## src/rtl/key_debounce.sv

```systemverilog
// key_debounce
//   Synchronises a raw asynchronous level into the sclk domain. It accepts a new
//   level only after the level has held for DEB_CYCLES consecutive synchronised
//   samples, and drives the clean level on o_data_stable.
//
//   Ports:
//     sclk           in   system clock
//     rst_n          in   asynchronous, active-low reset
//     i_data_in      in   raw asynchronous level
//     o_data_stable  out  debounced level (registered)
//     o_valid_chg    out  one-cycle pulse in the cycle o_data_stable toggles
//     o_busy         out  high while a candidate change is being qualified
//     o_evt_cnt      out  [7:0] accepted-change counter, wraps 255 -> 0
//                         (present only when DEBOUNCE_EVT_CNT_EN is defined)
//
//   Optional feature macro: DEBOUNCE_EVT_CNT_EN
//
//   Handshake: there is no handshake. o_valid_chg is a qualifier pulse only.
//   It is high for exactly one cycle, and that cycle is the one where
//   o_data_stable holds its new value for the first time.
//
//   Timing: the FSM decides a change on one edge. The output registers pick
//   up the decision on the following edge. A level seen first at sync edge 0
//   therefore appears on o_data_stable at edge SYNC_STAGES+DEB_CYCLES+1.
module key_debounce #(
    parameter int SYNC_STAGES = 2,
    parameter int DEB_CYCLES  = 20,
    parameter int CNT_W       = 20
) (
    input  logic       sclk,
    input  logic       rst_n,
    input  logic       i_data_in,
    output logic       o_data_stable,
    output logic       o_valid_chg,
`ifdef DEBOUNCE_EVT_CNT_EN
    output logic [7:0] o_evt_cnt,
`endif
    output logic       o_busy
);

    typedef enum logic [1:0] {
        IDLE_LO = 2'd0,
        CHK_HI  = 2'd1,
        IDLE_HI = 2'd2,
        CHK_LO  = 2'd3
    } state_t;

    localparam logic [CNT_W-1:0] CNT_LAST = CNT_W'(DEB_CYCLES - 1);

    logic [SYNC_STAGES-1:0] sync;
    logic                   s_sync;
    state_t                 state;
    logic [CNT_W-1:0]       counter;

    // Level that the output registers copy on the next edge. The stable level
    // is high in IDLE_HI, and also in CHK_LO, where a fall has not been
    // accepted yet.
    logic                   level_next;
    assign level_next = (state == IDLE_HI) || (state == CHK_LO);

    assign s_sync = sync[SYNC_STAGES-1];

    always_ff @(posedge sclk or negedge rst_n) begin
        if (!rst_n) begin
            sync <= '0;
        end else begin
            sync <= {sync[SYNC_STAGES-2:0], i_data_in};
        end
    end

    always_ff @(posedge sclk or negedge rst_n) begin
        if (!rst_n) begin
            state         <= IDLE_LO;
            counter       <= '0;
            o_data_stable <= 1'b0;
            o_valid_chg   <= 1'b0;
            o_busy        <= 1'b0;
`ifdef DEBOUNCE_EVT_CNT_EN
            o_evt_cnt     <= 8'd0;
`endif
        end else begin
            // Output stage, one edge behind the FSM decision.
            o_data_stable <= level_next;
            o_valid_chg   <= (level_next != o_data_stable);
            o_busy        <= (state == CHK_HI) || (state == CHK_LO);
`ifdef DEBOUNCE_EVT_CNT_EN
            if (level_next != o_data_stable) begin
                o_evt_cnt <= o_evt_cnt + 8'd1;
            end
`endif
            case (state)
                IDLE_LO: begin
                    if (s_sync) begin
                        state   <= CHK_HI;
                        counter <= '0;
                    end
                end
                CHK_HI: begin
                    if (!s_sync) begin
                        state <= IDLE_LO;
                    end else if (counter == CNT_LAST) begin
                        state <= IDLE_HI;
                    end else begin
                        counter <= counter + 1'b1;
                    end
                end
                IDLE_HI: begin
                    if (!s_sync) begin
                        state   <= CHK_LO;
                        counter <= '0;
                    end
                end
                CHK_LO: begin
                    if (s_sync) begin
                        state <= IDLE_HI;
                    end else if (counter == CNT_LAST) begin
                        state <= IDLE_LO;
                    end else begin
                        counter <= counter + 1'b1;
                    end
                end
                default: begin
                    state   <= IDLE_LO;
                    counter <= '0;
                end
            endcase
        end
    end

endmodule

```

## config.mk

```make
export PLATFORM = sky130hd
export DESIGN_NAME = key_debounce
export DESIGN_NICKNAME = d
export VERILOG_FILES = /design/src/rtl/key_debounce.sv
export SDC_FILE = /design/constraint.sdc
export NUM_CORES = 1
export LEC_CHECK = 0
export ABC_AREA = 1
export CAP_MARGIN = 10
export CORE_ASPECT_RATIO = 0.75
export CORE_UTILIZATION = 25
export CTS_BUF_LIST = sky130_fd_sc_hd__clkbuf_2 sky130_fd_sc_hd__clkbuf_4 sky130_fd_sc_hd__clkbuf_8
export CTS_CLUSTER_DIAMETER = 150
export DETAILED_ROUTE_END_ITERATION = 7
export PLACE_DENSITY = 0.46
export SETUP_SLACK_MARGIN = 0.02
export SLEW_MARGIN = 40
export SYNTH_ARGS = -nofsm -noshare
export SYNTH_HDL_FRONTEND = slang
export SYNTH_SLANG_ARGS = --single-unit
```

## constraint.sdc

```tcl
create_clock -name sclk -period 1.5 [get_ports sclk]
set_input_delay 0.225 -clock sclk [delete_from_list [all_inputs] [get_ports sclk]]
set_output_delay 0.225 -clock sclk [all_outputs]
set_load 0.02 [all_outputs]
```

### Word level (Yosys, flattened, before mapping)

Index checks and enable logic that the tools add are counted.
Widths: inputs -> output; s select.

* bits in registers: 27
* input bits: 3
* output and inout port bits: 3
* logic and storage cells: 36

* $add $sub $neg: 1
* equal/unequal tests: 11
* mux-type cells: 13
* reduce and logical (&&, ||, !) cells: 5

Operators with widths (count)
* $mux 20: 5
* $pmux 20 s4: 1
* $add 20x1->20 const B: 1
* $eq 20x5->1 const B: 1
* $mux 2: 6
* $ne 2x2->1 const B: 4
* $pmux 2 s4: 1
* $reduce_and 4->1: 2
* $ne 3x2->1 const B: 2
* $eq 2x2->1 const B: 2
* $eq 2x1->1 const B: 1
* $logic_not 2->1: 1
* $logic_or 1x1->1: 2
* $ne 1x1->1: 1

### Logic depth before layout (Yosys ltp)

Gate-level depths: netlist of the first run.

* word-level depth: 4
* mapped depth: 10
* gate-level depth less buffers: 10

### Least setup slack after synthesis of the first run

OpenSTA, ideal clock, no wires.

* path kind: register -> register
* from: reg counter[0]
* to: reg counter[15]
* setup time: 0.126 ns
* arrival time: 1.387 ns
* required time: 1.374 ns
* path slack: -0.013 ns
* stages on the path, launching flop included: 10
* buffers on the path: 1
* clock period less this slack: 1.513 ns
* path through: dfrtp_1 ha_1 inv_2 nor3_2 nand3_2 nor2_4 nand2_4 nand2_8 buf_6 o21ai_0

* longest elaborated chain between the ends: 4
* elaborated cells between the ends (all ways): 6
* those cells by class: 1 x add/sub; 1 x eq/ne; 4 x mux

Ends and longest elaborated chain
* start: declaration: RTL line 53 `logic [CNT_W-1:0] counter;`
* start signal: assignment: RTL line 104 `counter <= counter + 1'b1;`
* start signal: assignment: RTL line 119 `counter <= counter + 1'b1;`
* $add 20x1->20 / $eq 20x5->1 (equally long branches)
* $mux 20 *: RTL line 101, 116
* $mux 20 (on tied branches): RTL line 114, 99
* $pmux 20 s4 *: RTL line 91 `case (state)`

Mark *: on every way between the ends. The rest lies on a longest branch, timed or not. The select of a mux whose other input is x is not followed.
A chain may end at the register's enable or synchronous reset.

### Worst setup path in the final report of the first run

* from: reg counter[1]
* to: reg counter[17]

The elaborated chain is that of the path after synthesis.

==> summary.md, run 1 <==
| Metric | Value |
|---|---|
| Skew-Pair Late Insertion Delay | about 0.28 ns |
| CP Data Required Time | between 1.5 and 2 ns |
| Part of the cycle the worst path needs | 101.2% |
| Ranking of synthesized cells by area | dfrtp_1 (42%), nand2_1 (20%), nor2_1 (7.7%), nand3_1 (5.9%), xor2_1 (4.9%) |
| Design area | 2122 um2 |
| Top_reg_cell synth | dfrtp_1 |
| Area delta synth->final | 31.17% |
| Reg power frac | a little under three fifths |
| Die H | roughly 72 um |
| Fraction of registers with async set/reset | between 90% and 100% |
| Final Critical Period | about 1.5 ns |
| Post-route antenna net violation count | 0 |
| FF+latch count, synth | 27 |
| Sink Count | 27 |
| Diode count | 0 |
| Buf/Inv on CP | 2 |
| Crit-path slowest cell | dfrtp_1 |
| Top-Level Pins | 6 |
| Critical Path AT | ~1.7 ns |
| Vias in the first global route | roughly 1,400 |
| Vias post-DR | roughly 1,500 |
| Violated checks | setup timing |
| Headroom to the max-slew limit | between 70% and 80% |
| Critical path class | reg2reg |
| Post-Syn Area | around 1600 um2 |
| Share of cells above drive strength 1 | between 20 and 30% |
| Clk pin slew, worst setup/hold paths | 0.11 ns |
| Top-count cell post-synth | nand2_1 |
| First-pass GRT wire length | ~7000 um |
| Final hold violations | 0 |
| Die W | approximately 95 um |
| Pins Over Slew Limit | 0 |
| # nets final | 268 |
| Total CTS buffers | 3 |
| Drt wl/cell | 12.50 um |
| Flop-to-flop setup slack | -0.02 ns |
| Startpoint Class | flop |
| Clock Tree Buf Depth | 2 |
| # setup viols final | 5 |
| Initial antenna violation count | 0 |
| Critical path destination | counter[17] |
| Global placement routability congestion | a little over 0.8 |
| Full die area | between 6000 and 7000 um2 |
| Critical-path cell list | ha_4 > inv_2 > nor3_4 > nand3_2 > nor2_4 > nand2_4 > nand2_8 > buf_12 > nand2_1 > o21ai_1 |
| Post-synthesis sequential area ratio | 41.76% |
| Clock root buffer | clkbuf_8 |
| Drt pass-1 iters | 4 |
| Fin Setup TNS | -0.04155 ns |
| Sw Share | a little over a quarter |
| Worst-Margin Slew | ~0.38 ns |
| Routed WL | ~4300 um |
| Avg Cell Area, Syn | around 7.2 um2 |
| Combinational power share | 10.8% |
| Initial Utilization | 26.80% |
| Core area | 6036 um2 |
| Post-synth cell types | 26 |
| H-Tree Depth | 1 |
| Worst Hold Margin | approximately 0.32 ns |
| # port buffers | 5 |
| Ys Warns | 0 |
| Skew final | ~0.0064 ns |
| EDFF count, synth | 0 |
| DRC errors left | 0 |
| R2r endpoint | counter[17] |
| Reg-to-Reg Start | counter[1] |
| Placed Instance Area | ~2000 um2 |
| Leakage Power | just over 1 nW |
| NetSw | 0.0003563 W |
| Gr usage total | 13.86% |
| Final Worst Setup Slack | -0.01738 ns |
| RSZ-0062 raised after global routing | true |
| Clk network pwr share | 33.1% |
| CP delay by family, top | simple AND/OR/NAND/NOR gates |
| Crit Path Max Fanout | 13 |
| Detailed Place HPWL | approximately 3300 um |
| Post-synth top cells | nand2_1 (85), nor2_1 (33), dfrtp_1 (27) |
| Crit end category | flop |
| Fmax | ~660 MHz |
| Crit-path max cell delay | 0.41 ns |
| Post-synth top area share | a little over two fifths |
| Power Dens Cells | approximately 640 nW/um2 |
| Final total power | ~0.0013 W |
| Worst VDD drop | ~240 uV |
| Outcome | finished, violations left |
| Worst Setup SP | counter[1] |
| R2R cell count | 10 |
| Num rows | 24 |
| Total gr overflow | 0 |
| Max-cap violation count | 0 |
| TritonCTS clock tree | done |
| Cells after Synth | between 200 and 250 |
| Yosys top cell by area | dfrtp_1 |
| DRT iter0 DRCs | 87 |
| Number of cells on the critical path | 10 |
| Internal cell power | 0.0009928 W |
| Syn nets | 229 |
| DR vias/cell | ~4.4 |
| Largest net degree at the start of global routing | 28 |
| Hold crit path type | in2async |
## stage by stage
stage                     util (%)  instances  setup WS (ns)
after global placement       33.06        335       -0.09322
after global routing         35.16        341       -0.08549
after detailed placement     33.06        335       -0.03071
after CTS                    34.54        340       0.006324
after floorplan                  -        225        0.04311
final                        35.16        341       -0.01738
## cell families (layout without fill, tap and decap cells)
| kind of cell | after synthesis | count (layout) | share of synthesized area, % |
|---|---|---|---|
| flops | 27 | 27 | 41.76 |
| simple gates | 154 | 154 | 42.00 |
| xor+xnor | 11 | 11 | 5.956 |
| fa+ha+maj | 1 | 1 | 0.7733 |
| buf+inv | 20 | 58 | 5.645 |
| compound gates | 12 | 12 | 3.867 |
## layout make-up
| type | count | area [um2] |
|---|---|---|
| clock buffer | 3 | 41.29 |
| tap | 78 | 97.59 |
| sequential | 27 | 675.6 |
| multi-input combinational | 178 | 920.9 |
| clock inverter | 1 | 5.005 |
| timing repair buffer | 39 | 325.3 |
| inverter | 15 | 56.30 |
| fill | 649 | 3914 |
## flip-flops by register name, indices dropped and copies added, names as in the netlist, named ones only
name,count
o_data_stable,1
sync,2
o_busy,1
state,1
counter,20
o_valid_chg,1
## placed cells by master, fill, tap and decap left out, types with 3 or more instances in the layout
cell | Yosys | final
o21ai_1 | 5 | 9
nand2_2 | 0 | 4
nand2_1 | 85 | 81
nor2_1 | 33 | 29
nand3_1 | 19 | 18
nor2_2 | 3 | 5
nor2_4 | 1 | 3
inv_2 | 4 | 4
inv_1 | 11 | 11
buf_4 | 0 | 32
xor2_1 | 9 | 9
clkbuf_8 | 0 | 3
dfrtp_1 | 27 | 27
## power by group through the flow
| stage | Sequential, W | Combinational (W) | Clock (W) |
|---|---|---|---|
| floorplan | 0.000773 | 0.0000573 | 0 |
| global placement | 0.000771 | 0.000139 | 0 |
| detailed placement | 0.000771 | 0.000135 | 0 |
| CTS | 0.000757 | 0.000145 | 0.000473 |
| global route | 0.000760 | 0.000161 | 0.000499 |
| finish | 0.000757 | 0.000145 | 0.000447 |
## worst min-delay path by stage
stage | start | endpoint | slack [ns]
finish | rst_n | counter[4] | 0.32
global route | rst_n | o_valid_chg | 0.35
CTS | rst_n | counter[4] | 0.33
detailed placement | sync[0] | sync[1] | 0.34
global placement | sync[0] | sync[1] | 0.33
floorplan | rst_n | asynchronous set/reset pin | -0.07
## timing repair
item	in CTS	in global routing
pin swaps	4	4
setup buffers	1	1
endpoints found under the setup margin	21	22
hold buffers	0	0
resized for setup	15	11
endpoints found under the hold margin	0	0
## worst register-to-register path, stage by stage (launching register included)
cell and delay (ns):
dfrtp_1 0.41, ha_4 0.16, inv_2 0.05, nor3_4 0.14
nand3_2 0.12, nor2_4 0.14, nand2_4 0.08, nand2_8 0.08
buf_12 0.14, nand2_1 0.05, o21ai_1 0.07
## layer usage
| layer | GRT usage [%] | routed length (um) | vias to the layer above |
|---|---|---|---|
| met5 | 0 | 0 | - |
| met4 | 2.525 | 20 | 0 |
| met3 | 2.866 | 309 | 2 |
| met2 | 18.86 | 1719 | 23 |
| met1 | 22.13 | 2214 | 690 |
| li1 | - | - | 779 |
Power figures use the tool's default switching activity.
==> run 2: changes to the inputs <==
Settings changed: CORE_UTILIZATION 25 to 48, GPL_ROUTABILITY_DRIVEN from default to 0, GPL_TIMING_DRIVEN from default to 0, PLACE_DENSITY 0.46 to 0.73.
==> run 2 against run 1 <==
  * The flow still finishes with violations (setup timing)
  * Critical path depth decreased by 4
  * Clock skew is 0.0030 ns lower
  * Total power shrank 1.3%
  * Via count grew 1.1%
  * Clock power is 7.6% lower
  * Final cell count shrank 13%
  * Die area down 47%
  * Non-clock buffer count shrank 4
  * Critical path type unchanged
  * Critical endpoint is now counter[19]
  * Highest routed layer unchanged
==> summary.md, run 2 (same netlist as run 1, synthesis figures left out) <==
| Metric | Value |
|---|---|
| Outcome | finished, violations left |
| Violated checks | setup timing |
| Clock Tree Buf Depth | 2 |
| Internal cell power | 0.001002 W |
| DR vias/cell | 5.084 |
| # nets final | 264 |
| Worst-Margin Slew | 0.5931 ns |
| Worst Hold Margin | approximately 0.36 ns |
| Core area | 3063 um2 |
| Top reg by flops | counter |
| DRT iter0 DRCs | 97 |
| Largest net degree at the start of global routing | 28 |
| Final hold violations | 0 |
| RSZ-0062 raised after global routing | true |
| Gr usage total | 22.51% |
| Total gr overflow | 0 |
| TritonCTS clock tree | done |
| Num rows | 17 |
| Top-Level Pins | 6 |
| Share of cells above drive strength 1 | between 20% and 30% |
| Diode count | 0 |
| Commonest non-fill, non-tap cell in the layout | nand2_1 |
| Crit end category | flop |
| Drt pass-1 iters | 4 |
| Part of the cycle the worst path needs | 100.3% |
| Hold-critical path depth | 0 |
| Final Critical Period | 1.505 ns |
| Crit Path Max Fanout | 10 |
| Worst Setup SP | state[0] |
| R2R cell count | 6 |
| Crit-path slowest cell | dfrtp_1 |
| Hold crit path type | reg2reg |
| Combinational power share | between 10% and 20% |
| Largest register FFs | 20 |
| Die W | about 69 um |
| Drt wl/cell | between 10 and 15 um |
| Skew-Pair Late Insertion Delay | about 0.27 ns |
| Clk pin slew, worst setup/hold paths | approximately 0.09 ns |
| Crit-path max cell delay | ~0.35 ns |
| Clk network pwr share | 31.0% |
| Die H | 52.28 um |
| Detailed Place HPWL | about 2500 um |
| # port buffers | 5 |
| Final total power | between 0.001 and 0.0015 W |
| Layout filler cell count | 259 |
| Startpoint Class | flop |
| Max-cap violation count | 0 |
| Power Dens Cells | approximately 650 nW/um2 |
| Pins Over Slew Limit | 0 |
| Largest registers | counter (20), sync (2) |
| Vias post-DR | 1,510 |
| Routed WL | 3916 um |
| Total CTS buffers | 3 |
| Leakage Power | approximately 0.92 nW |
| NetSw | between 0.0003 and 0.0004 W |
| Critical-path cell list | clkbuf_4 > clkinvlp_4 > nor2_1 > nand2_1 > nand3b_1 > nand2_1 |
| CP Data Required Time | about 1.7 ns |
| Fin Setup TNS | -0.005101 ns |
| DRC errors left | 0 |
| Full die area | 3609 um2 |
| Hold_sp | sync[0] |
| Crit-path most repeated cell | nand2_1 |
| # setup viols final | 1 |
| Worst VDD drop | between 500 and 600 uV |
| Clock root buffer | clkbuf_8 |
| Vias in the first global route | roughly 1,300 |
| Post-route antenna net violation count | 0 |
| Area delta synth->final | 26.45% |
| First-pass GRT wire length | 6265 um |
| Initial antenna violation count | 0 |
| Critical Path AT | around 1.7 ns |
| Reg power frac | between 50% and 60% |
| DP Worst Slack | -0.1568 ns |
| Most frequent cells in the layout | nand2_1 (78), nor2_1 (31), buf_4 (22) |
| Fmax | ~660 MHz |
| Final Worst Setup Slack | -0.005101 ns |
| H-Tree Depth | 1 |
| Initial Utilization | 52.82% |
| Headroom to the max-slew limit | slightly above 60% |
| Skew final | approximately 0.0034 ns |
| Storage cell area | a little under 700 um2 |
| Sw Share | approximately 25% |
| Sink Count | 27 |
| Reg-to-Reg Start | state[0] |
| Multi-input logic area | 902.1 um2 |
| Critical path class | reg2reg |
## run 2: changes by cell type in the layout (fill, tap and decap cells not counted), sizes merged
cell and delta:
clkbuf +4, buf -8, clkdlybuf4s50 +1, dlygate4sd3 +1, inv -1, dlymetal6s2s -2
clkinvlp +1
## run 2: cell type report
type,count,share of cell area [%]
multi-input combinational,178,44.10
tap,38,2.324
timing repair buffer,30,12.48
sequential,27,33.58
inverter,15,3.058
clock inverter,1,0.2446
clock buffer,3,2.018
buffer,5,2.202
## run 2: power groups by stage
stage	registers, W	logic [W]	clock network [W]
finish	0.000754	0.000165	0.000413
global route	0.000756	0.000180	0.000456
CTS	0.000754	0.000134	0.000426
detailed placement	0.000775	0.0000953	0
global placement	0.000774	0.0000955	0
floorplan	0.000773	0.0000573	0
## run 2: critical path, delay by kind of cell (launching register included)
| kind | cells | cell delay (ns) |
|---|---|---|
| simple gates | 4 | 0.66 |
| flops | 1 | 0.35 |
| buf+inv | 2 | 0.43 |
## run 2: layer usage
metal | GRT usage [%] | wire length (um) | vias to the layer above
met5 | 0 | 0 | -
met4 | 4.082 | 33 | 0
met3 | 5.962 | 286 | 4
met2 | 33.01 | 1659 | 46
met1 | 33.37 | 1936 | 693
li1 | - | - | 767
## run 2: worst paths after layout
kind	end	slack [ns]
setup / recovery	counter[19]	-0.005
hold / removal	sync[1]	0.36
setup reg to reg	counter[19]	-0.005
hold reg to reg	sync[1]	0.36
max in group asynchronous	counter[10]	0.60
min in group asynchronous	counter[1]	0.48
## run 2: what timing repair did
action | in CTS | in global routing
cloned | 0 | 1
hold endpoints to repair | 27 | 0
setup buffers | 10 | 13
resized for setup | 12 | 23
hold buffers | 1 | 0
setup endpoints to repair | 22 | 21
pin swaps | 6 | 5
## run 2: metrics by stage
stage	utilization [%]	cells	area (um2)
finish	66.79	297	2046
global route	66.79	297	2046
CTS	61.40	283	1881
detailed placement	56.25	268	1723
global placement	56.41	268	1728
floorplan	-	225	1630
